### src/rtl/mux8_arb.sv
// mux8_arb: round-robin arbiter/sequencer in front of the 8-input mux8.
// Picks one requester at a time, drives the mux select and holds it until
// the downstream consumer accepts the transfer (out_valid && out_ready).
//
// Optional feature macro: MUX8_ARB_LOCK_EN
//   defined   -> a requester with lock[i]=1 may keep the grant for up to
//                MAX_BURST consecutive transfers.
//   undefined -> lock is ignored, pure round-robin.
//
// Ports:
//   clk        in   clock, rising edge
//   rst_n      in   synchronous active-low reset
//   req[7:0]   in   request per mux input
//   lock[7:0]  in   burst-lock request per input (lock build only)
//   out_ready  in   downstream accepts current mux output
//   gnt[7:0]   out  registered one-hot grant, zero when idle
//   sel[2:0]   out  registered mux select, index of gnt (kept while idle)
//   out_valid  out  combinational: granted requester still requesting
//   busy       out  registered: a grant is held
module mux8_arb #(
  parameter int unsigned MAX_BURST = 4
) (
  input  logic       clk,
  input  logic       rst_n,
  input  logic [7:0] req,
  input  logic [7:0] lock,
  input  logic       out_ready,
  output logic [7:0] gnt,
  output logic [2:0] sel,
  output logic       out_valid,
  output logic       busy
);

  localparam int unsigned NREQ = 8;
  localparam int unsigned SW   = 3;

  typedef enum logic {
    IDLE  = 1'b0,
    GRANT = 1'b1
  } state_t;

  state_t        state;
  logic [SW-1:0] last;
  logic [SW-1:0] win_idle;
  logic [SW-1:0] win_done;
  logic          hold;

  // First set req bit searching from (from+1) upward, wrapping 7->0.
  function automatic logic [SW-1:0] rr_pick(input logic [NREQ-1:0] r,
                                            input logic [SW-1:0]   from);
    logic [SW-1:0] pick;
    logic          found;
    logic [SW-1:0] idx;
    pick  = from;
    found = 1'b0;
    for (int k = 1; k <= int'(NREQ); k++) begin
      idx = SW'(from + SW'(k));
      if (!found && r[idx]) begin
        pick  = idx;
        found = 1'b1;
      end
    end
    return pick;
  endfunction

  function automatic logic [NREQ-1:0] onehot(input logic [SW-1:0] w);
    return NREQ'(1) << w;
  endfunction

  // From IDLE the search starts after the last completed requester; on a
  // completion it starts after the requester just finished.
  assign win_idle  = rr_pick(req, last);
  assign win_done  = rr_pick(req, sel);
  assign out_valid = (state == GRANT) && req[sel];
  assign busy      = (state == GRANT);

`ifdef MUX8_ARB_LOCK_EN
  localparam int unsigned BW = 4;
  logic [BW-1:0] burst_cnt;

  // Keep the same requester while it asks for lock and has burst budget left.
  assign hold = lock[sel] && (burst_cnt < BW'(MAX_BURST - 1));

  // Burst counter: counts extra transfers granted to a locked requester.
  always_ff @(posedge clk) begin
    if (!rst_n) begin
      burst_cnt <= '0;
    end else if (state == GRANT) begin
      if (!req[sel]) begin
        burst_cnt <= '0;
      end else if (out_ready) begin
        burst_cnt <= hold ? BW'(burst_cnt + BW'(1)) : '0;
      end
    end
  end
`else
  logic [12:0] unused_cfg;
  assign unused_cfg = {lock, 5'(MAX_BURST)};
  assign hold       = 1'b0;
`endif

  // Arbiter FSM with registered grant/select.
  always_ff @(posedge clk) begin
    if (!rst_n) begin
      state <= IDLE;
      gnt   <= '0;
      sel   <= '0;
      last  <= SW'(NREQ - 1);
    end else begin
      case (state)
        IDLE: begin
          if (|req) begin
            state <= GRANT;
            sel   <= win_idle;
            gnt   <= onehot(win_idle);
          end
        end
        GRANT: begin
          if (!req[sel]) begin
            // Abandon: requester withdrew before completing.
            state <= IDLE;
            gnt   <= '0;
          end else if (out_ready && !hold) begin
            // Completion with re-arbitration in the same edge; req[sel] is
            // set here, so a winner always exists.
            last <= sel;
            sel  <= win_done;
            gnt  <= onehot(win_done);
          end
        end
        default: begin
          state <= IDLE;
          gnt   <= '0;
        end
      endcase
    end
  end

endmodule

### config.mk
export PLATFORM = sky130hd
export DESIGN_NAME = mux8_arb
export DESIGN_NICKNAME = d
export VERILOG_FILES = /design/src/rtl/mux8_arb.sv
export SDC_FILE = /design/constraint.sdc
export NUM_CORES = 1
export LEC_CHECK = 0
export BUFFER_PORTS_ARGS = -buffer_cell sky130_fd_sc_hd__clkbuf_2
export CAP_MARGIN = 40
export CORE_MARGIN = 2
export CORE_UTILIZATION = 61
export CTS_BUF_LIST = sky130_fd_sc_hd__clkbuf_8
export CTS_CLUSTER_DIAMETER = 200
export DETAILED_ROUTE_END_ITERATION = 7
export PLACE_DENSITY = 0.84
export SETUP_SLACK_MARGIN = 0.2
export SYNTH_ARGS = -nofsm -noshare
export SYNTH_HDL_FRONTEND = slang
export SYNTH_SLANG_ARGS = --single-unit
### constraint.sdc
create_clock -name clk -period 4.3 [get_ports clk]
set_input_delay 0.43 -clock clk [delete_from_list [all_inputs] [get_ports clk]]
set_output_delay 0.43 -clock clk [all_outputs]
set_load 0.05 [all_outputs]
# Word-level counts from Yosys, hierarchy flattened
# Index checks and enable logic that the tools add are counted.
[word_totals]
register_bits = 15
word_cells = 147
in_bits = 19
[op_classes]
reduce_logical = 33
n_eq_ne = 4
magnitude_cmp = 16
shifts = 2
n_bitwise = 1
addsub = 14
n_mux = 73
[op_table]
columns = ["operator", "count"]
rows = [
  ["< comparator 3 x 4 -> 1 bit, second input constant", 16],
  ["2-to-1 mux 3 bit", 19],
  ["binary-select mux 1 bit (select 3 bit)", 16],
  ["2-to-1 mux 1 bit", 32],
  ["adder 3 bit, second input constant", 8],
  ["2-to-1 mux 8 bit", 3],
  ["one-hot mux 8 bit (2 select lines)", 1],
  ["left shift 1 x 3 -> 8 bit, first input constant", 2],
  ["logical AND 1 bit", 15],
  ["zero test 1 bit", 14],
  ["adder 3 x 2 -> 3 bit, second input constant", 4],
  ["OR reduction 8 bit", 1],
  ["adder 3 x 1 -> 3 bit, second input constant", 2],
  ["one-hot mux 3 bit (2 select lines)", 1],
  ["AND reduction 3 bit", 2],
  ["inequality test 2 bit, second input constant", 2],
  ["inequality test 3 bit, second input constant", 1],
  ["inequality test 2 x 1 -> 1 bit, second input constant", 1],
  ["one-hot mux 1 bit (2 select lines)", 1],
  ["AND reduction 2 bit", 1],
  ["inverter 1 bit", 1],
]

# Depth between registers and ports, before layout
# Gate-level depths: netlist of run 1.
[depth]
depth_word = 29
depth_mapped = 13
depth_no_buf = 10

# Worst setup path before layout of run 1
# Ideal clock, no wire load.
[synth_path]
path_type = "register to register"
startpoint = "register sel[1]"
endpoint = "register gnt[1]"
required_time_ps = 4180
setup_slack_ps = 227
t_arrival_ps = 3954
stages_incl_launch_ff = 13
setup_time_ps = 120
path_buffers = 3
path_cell_list = "dfxtp_1 clkbuf_1 inv_1 buf_1 ha_1 clkbuf_1 mux4_2 mux2_2 a21bo_1 a221oi_4 mux2i_1 nor3b_1 a211o_1"
[synth_between]
elab_chain_len = 29
[synth_lines]
columns = ["item", "line", "text"]
rows = [
  ["from (decl)", "29", "output logic [2:0] sel,"],
  ["from (signal assigned)", "114", "sel <= win_idle;"],
  ["from (signal assigned)", "127", "sel <= win_done;"],
  ["adder 3 x 1 -> 3 bit", "57", "idx = SW'(from + SW'(k));"],
  ["binary-select mux 1 bit (select 3 bit)", "58", "if (!found && r[idx]) begin"],
  ["2-to-1 mux 1 bit (implied by the code)", "58", ""],
  ["2-to-1 mux 1 bit", "58", ""],
  ["zero test 1 bit", "58", ""],
  ["logical AND 1 bit", "58", ""],
  ["2-to-1 mux 1 bit", "58", ""],
  ["zero test 1 bit", "58", ""],
  ["[13 not listed]", "n/a", ""],
  ["2-to-1 mux 1 bit", "58", ""],
  ["zero test 1 bit", "58", ""],
  ["logical AND 1 bit", "58", ""],
  ["2-to-1 mux 3 bit", "58", ""],
  ["left shift 1 x 3 -> 8 bit", "67", "return NREQ'(1) << w;"],
  ["2-to-1 mux 8 bit", "123", "end else if (out_ready && !hold) begin"],
  ["2-to-1 mux 8 bit", "119", "if (!req[sel]) begin"],
  ["one-hot mux 8 bit (2 select lines)", "110", "case (state)"],
  ["to (signal assigned)", "115", "gnt <= onehot(win_idle);"],
  ["to (signal assigned)", "128", "gnt <= onehot(win_done);"],
  ["to (decl)", "28", "output logic [7:0] gnt,"],
]
# Several ways; a longest one is shown, not always the timed one. The select of a mux whose other input is x is not followed.
# A chain may end at the register's enable or synchronous reset.

# Worst setup path after layout of run 1
[layout_path]
startpoint = "register sel[0]"
endpoint = "register gnt[7]"
# The elaborated chain is that of the path after synthesis.

==> flow_metrics.tcl, run 1 <==
set metrics [dict create \
    vdd_drop_max_mv 0.571 \
    clock_skew_ns 0.00668 \
    fin_nets 324 \
    dp_cells 346 \
    cpPeakStageDelay_ns 0.62 \
    syn_inst 291 \
    grt_pass1_wl_mm 10.1 \
    ios 32 \
    post_cts_buffers 0 \
    period_needed_ns 3.35 \
    finish.utilization_pct 66.6 \
    min_from "rst_n" \
    async_reset_ff_share_pct 0 \
    fp.dieH_um 67.6 \
    antenna_found_initial 0 \
    rows 23 \
    dp_hpwl_mm 4.53 \
    ctsResizeCount 0 \
    synth_flop_cell "dfxtp_1" \
    n_antenna_cell 0 \
    status "completed" \
    path_class "reg2reg" \
    syn2layout_area_growth_pct 6.28 \
    required_ns 4.40 \
    floorplan.initialDensity_pct 62.7 \
    core_um2 3940 \
    cp-end-kind "flip-flop" \
    cts_tree "yes" \
    holdPathEnd "last[2]$_SDFFE_PN1P_" \
    avgViaCountPerCell 6.89 \
    r2r_start "sel[0]$_SDFFE_PN0P_" \
    synth_fp_nets 314 \
    syn_area_um2 2470 \
    synth_edf_count 0 \
    final-setup-viol-count 0 \
    yosysSeqAreaShare_pct 12.2 \
    dr.pass1.iters 4 \
    max_slew.worst_pin.slew_ns 0.850 \
    r2r-end "gnt[7]$_SDFFE_PN0P_" \
    slew_headroom_pct 43.2 \
    maxCapViolations 0 \
    p_leak_nw 0.991 \
    worstHoldPathType "in2reg" \
    ys_warn_count 0 \
    yosysUniqueCellTypes 69 \
    synth_area_per_cell_um2 8.49 \
    period_share_pct 77.9 \
    finalHoldViolCount 0 \
    num_vias 2411 \
    crit_fanout 9 \
    post_route_cells_drive_above_1_share_pct 26.0 \
    rsz0062_at_grt "false" \
    dieArea_um2 4580 \
    routed_wl_mm 6.31 \
    final_max_slew_viol_count 0 \
    cp-start-kind "flip-flop" \
    critPathSlowestCell "mux4_2" \
    worstHoldPathCells 2 \
    drtAntennaViolNets 0 \
    htreeDepth 1 \
    cts_hold_buffers 0 \
    power_w 0.00189 \
    die_width_um 67.6 \
    dp_slack_ns 1.02 \
    port_buffers 23 \
    grt_usage_pct 28.7 \
    r2r_slack_ns 0.95 \
    path_cells "inv_1, ha_1, mux4_2, mux2_2, a211oi_4, nand2_1, o2bb2ai_1, nand2b_1, o211ai_1" \
    cts_root_buffer "clkbuf_8" \
    grt_start_max_net_pins 25 \
    arrival_ns 3.45 \
    post-route-drc-count 0 \
    ys_ff_latch 15 \
    layout_setup_ws_ns 0.950 \
    setup_tns_ns 0 \
    grt_pass1_vias 2099 \
    clock-sinks 15 \
    cts_buffer_depth 2 \
    power.density_nw_per_um2 720 \
    rr_worst_depth 9 \
    place.gp.congestion 0.898 \
    path_buf_inv 1 \
    overflow 0 \
    fmax_mhz 299 \
    cts_buffers 3 \
    wl_per_cell_um 18.0 \
    critical-path-top-delay-family "multiplexers" \
    drtIter0Drc 228 \
    clock_latency_ns 0.25 \
    path_clk_slew_ns 0.06 \
    final_cell_count_no_fill 350 \
]
==> logic make-up (layout without fill, tap and decap cells) <==
| logic type | count (synthesis) | after routing | synth area share (%) |
|---|---|---|---|
| compound gates | 84 | 84 | 28.1 |
| fa+ha+maj | 4 | 4 | 2.03 |
| mux | 46 | 46 | 28.3 |
| flops | 15 | 15 | 12.2 |
| simple gates | 97 | 97 | 19.9 |
| xor+xnor | 7 | 7 | 2.79 |
| buf+inv | 38 | 47 | 6.84 |
==> flip-flops by register name, indices dropped and copies added, names as in the netlist <==
register and flops:
sel 3, last 3, busy 1, gnt 8
==> cell type report <==
class                           count  area (um^2)
Inverter                           13         48.8
Tap cell                           50         62.6
Sequential cell                    15          300
Fill cell                         324         1320
Timing Repair Buffer               30          168
Clock inverter                      1         3.75
Clock buffer                        3         41.3
Multi-Input combinational cell    238         2000
==> power by group <==
group	total [W]	internal, W	leakage [nW]	switching (W)
combinational	0.00154	0.000605	0.842	0.000937
clock	0.000114	0.0000634	0.0269	0.0000511
sequential	0.000235	0.000179	0.123	0.0000562
==> per-stage QoR <==
step / instance area (um^2) / hold WS [ns]
final: 2630 / 0.438
after global routing: 2630 / 0.473
after CTS: 2630 / 0.438
after detailed placement: 2580 / 0.453
after global placement: 2580 / 0.447
after floorplan: 2470 / 0.687
==> Yosys cell counts (all sizes together) (6+ instances only) <==
cell type	number	area, um^2
a211oi	6	57.6
a21oi	15	78.8
buf	9	60.1
clkbuf	16	60.1
dfxtp	15	300
inv	13	48.8
mux2	14	158
mux2i	16	180
mux4	16	360
nand2	35	131
nand3	8	40.0
nor2	17	66.3
nor3	9	45.0
o211ai	8	60.1
o21ai	11	55.1
==> metal layers <==
metal	wire (um)	GRT usage, %
met1	2710	38.8
met5	0	0
met2	3080	46.8
met4	143	11.0
met3	372	3.00
==> worst max path at each step <==
stage | from | to | slack (ns) | cells after the start
after floorplan | sel[1]$_SDFFE_PN0P_ | gnt[1]$_SDFFE_PN0P_ | 0.23 | 12
after global placement | sel[0]$_SDFFE_PN0P_ | sel[2]$_SDFFE_PN0P_ | 1.05 | 9
after detailed placement | sel[0]$_SDFFE_PN0P_ | sel[2]$_SDFFE_PN0P_ | 1.02 | 9
after CTS | sel[0]$_SDFFE_PN0P_ | gnt[7]$_SDFFE_PN0P_ | 0.99 | 9
after global routing | sel[0]$_SDFFE_PN0P_ | gnt[7]$_SDFFE_PN0P_ | 0.82 | 9
final | sel[0]$_SDFFE_PN0P_ | gnt[7]$_SDFFE_PN0P_ | 0.95 | 9
==> cells in the final DEF (no fill, tap or decap), types with 4 or more instances in the layout <==
master	count
nand2_1	35
clkbuf_2	23
mux4_2	16
nor2_1	16
dfxtp_1	15
inv_1	14
a21oi_1	14
mux2i_1	13
mux2_2	12
o21ai_0	10
nor3_1	9
o211ai_1	8
nand3_1	8
buf_4	7
a211oi_1	5
nand4b_1	4
nor2b_1	4
o31ai_1	4
ha_1	4
Note: power is estimated with default switching activity, not from simulation.
==> inputs of run 2 (changes only) <==
==> constraint.sdc (replaced) <==
create_clock -name clk -period 3.15 [get_ports clk]
set_input_delay 0.315 -clock clk [delete_from_list [all_inputs] [get_ports clk]]
set_output_delay 0.315 -clock clk [all_outputs]
set_load 0.05 [all_outputs]
==> flow_metrics.tcl, run 2 (same netlist as run 1, synthesis figures left out) <==
set metrics [dict create \
    cts_buffer_depth 2 \
    cts_tree "yes" \
    slew_headroom_pct 58.5 \
    ios 32 \
    use_met3_pct 2.17 \
    final_cell_mix "nand2_1 (35), clkbuf_2 (23), buf_4 (22)" \
    rows 23 \
    core_um2 3940 \
    cts_root_buffer "clkbuf_8" \
    final_area_um2 3020 \
    floorplan.initialDensity_pct 62.7 \
    grt_start_max_net_pins 18 \
    dp_hpwl_mm 4.95 \
    final_max_slew_viol_count 0 \
    grt_usage_pct 30.1 \
    final-setup-viol-count 0 \
    dieArea_um2 4580 \
    fp.dieH_um 67.6 \
    cpPeakStageDelay_ns 0.54 \
    path_class "reg2reg" \
    path_cells "inv_6, ha_4, mux4_2, mux2_4, a21bo_1, a221oi_4, mux2i_2, nor3b_2, a211o_1" \
    cp-end-kind "flip-flop" \
    avgViaCountPerCell 6.86 \
    period_share_pct 94.8 \
    maxCapViolations 0 \
    crit_fanout 4 \
    max_flop_register "gnt" \
    critPathSlowestCell "mux4_2" \
    rsz0062_at_grt "true" \
    drtAntennaViolNets 0 \
    n_fill_cell 261 \
    clock-sinks 15 \
    fin_nets 345 \
    htreeDepth 1 \
    clock_skew_ns 0.00465 \
    p_leak_nw 1.14 \
    required_ns 3.29 \
    clock_latency_ns 0.25 \
    cts_buffers 3 \
    use_met2_pct 52.5 \
    post_route_cells_drive_above_1_share_pct 39.3 \
    layout_setup_ws_ns 0.165 \
    largest_reg_flops 8 \
    seq_area_um2 310 \
    wl_per_cell_um 18.9 \
    multi_input_area_um2 2190 \
    max_slew.worst_pin.slew_ns 0.617 \
    path_clk_slew_ns 0.06 \
    vdd_drop_max_mv 0.913 \
    place.gp.congestion 0.956 \
    arrival_ns 3.12 \
    routed_wl_mm 7.00 \
    fmax_mhz 335 \
    place_area_um2 2730 \
    cts_hold_buffers 0 \
    num_vias 2545 \
    drtIter0Drc 313 \
    overflow 0 \
    port_buffers 23 \
    syn2layout_area_growth_pct 22.1 \
    die_width_um 67.6 \
    worstHoldPathType "in2reg" \
    top_regs "gnt (8), last (3), sel (3)" \
    grt_pass1_wl_mm 10.8 \
    grtUsageMet1_pct 40.4 \
    grt_pass1_vias 2259 \
    cp-start-kind "flip-flop" \
    period_needed_ns 2.99 \
    dr.pass1.iters 5 \
    finalHoldViolCount 0 \
    n_antenna_cell 0 \
    busiest_layer "met2" \
    layout_commonest_cell "nand2_1" \
    dp_slack_ns -0.000187 \
    status "completed" \
    antenna_found_initial 0 \
    post-route-drc-count 0 \
    power.density_nw_per_um2 1040 \
]
run 2: changes by cell type in the layout (fill, tap and decap cells not counted), moves of 3 or more:
cell     before  now
buf_4         7   22
buf_6         0    5
dfxtp_1      15   11
mux2i_1      13    9
mux2i_2       2    5
run 2: cell type report:
type                       instances  area share [%]
clock buffer                       3            1.37
clock inverter                     1           0.124
inverter                          13            1.87
multi-input combinational        238            72.6
sequential                        15            10.3
tap                               50            2.07
timing repair buffer              51            11.7
run 2: path summary, 6_finish.rpt:
path | depth (start not counted) | end | slack, ns | start
worst max-delay path | 9 | gnt[1]$_SDFFE_PN0P_ | 0.16 | sel[1]$_SDFFE_PN0P_
worst min-delay path | 2 | last[2]$_SDFFE_PN1P_ | 0.33 | rst_n
worst min register to register | 1 | gnt[4]$_SDFFE_PN0P_ | 0.47 | gnt[4]$_SDFFE_PN0P_
worst max register to register | 9 | gnt[1]$_SDFFE_PN0P_ | 0.16 | sel[1]$_SDFFE_PN0P_
run 2: worst max-delay path: cells and delay by family, from the launching register on:
| kind | cells | cell delay, ns |
|---|---|---|
| muxes | 3 | 1.20 |
| AOI/OAI and AO/OA | 3 | 0.90 |
| DFF | 1 | 0.37 |
| adders and majority gates | 1 | 0.27 |
| and+or+nand+nor | 1 | 0.09 |
| buffers and inverters | 1 | 0.04 |
run 2: power by group:
part / internal [W] / total [W] / switching [W]
clock: 0.0000863 / 0.000153 / 0.0000671
sequential: 0.000251 / 0.000313 / 0.0000618
combinational: 0.00115 / 0.00266 / 0.00151
total: 0.00149 / 0.00313 / 0.00164
run 2: per-stage QoR:
| step | utilization, % | total power (W) | hold WS [ns] | setup TNS, ns | instances |
|---|---|---|---|---|---|
| after global routing | 76.5 | 0.00332 | 0.339 | 0 | 371 |
| after floorplan | - | 0.00220 | 0.572 | -0.555 | 291 |
| after global placement | 69.2 | 0.00254 | 0.445 | 0 | 355 |
| after detailed placement | 69.2 | 0.00260 | 0.452 | -0.000187 | 355 |
| final | 76.5 | 0.00313 | 0.333 | 0 | 371 |
| after CTS | 72.8 | 0.00286 | 0.337 | 0 | 365 |
run 2: repair_timing:
item                                    in CTS  in global routing
endpoints found under the setup margin      11                 11
setup buffers                                6                  6
pin swaps                                    3                 15
resized for setup                            9                 23
endpoints found under the hold margin        0                  0
run 2: per-layer routing:
| metal | up-vias | part of all wire [%] |
|---|---|---|
| met3 | 11 | 6.4 |
| met5 | - | 0 |
| met2 | 116 | 51 |
| met1 | 1226 | 41 |
| met4 | 0 | 1.2 |
| li1 | 1192 | - |
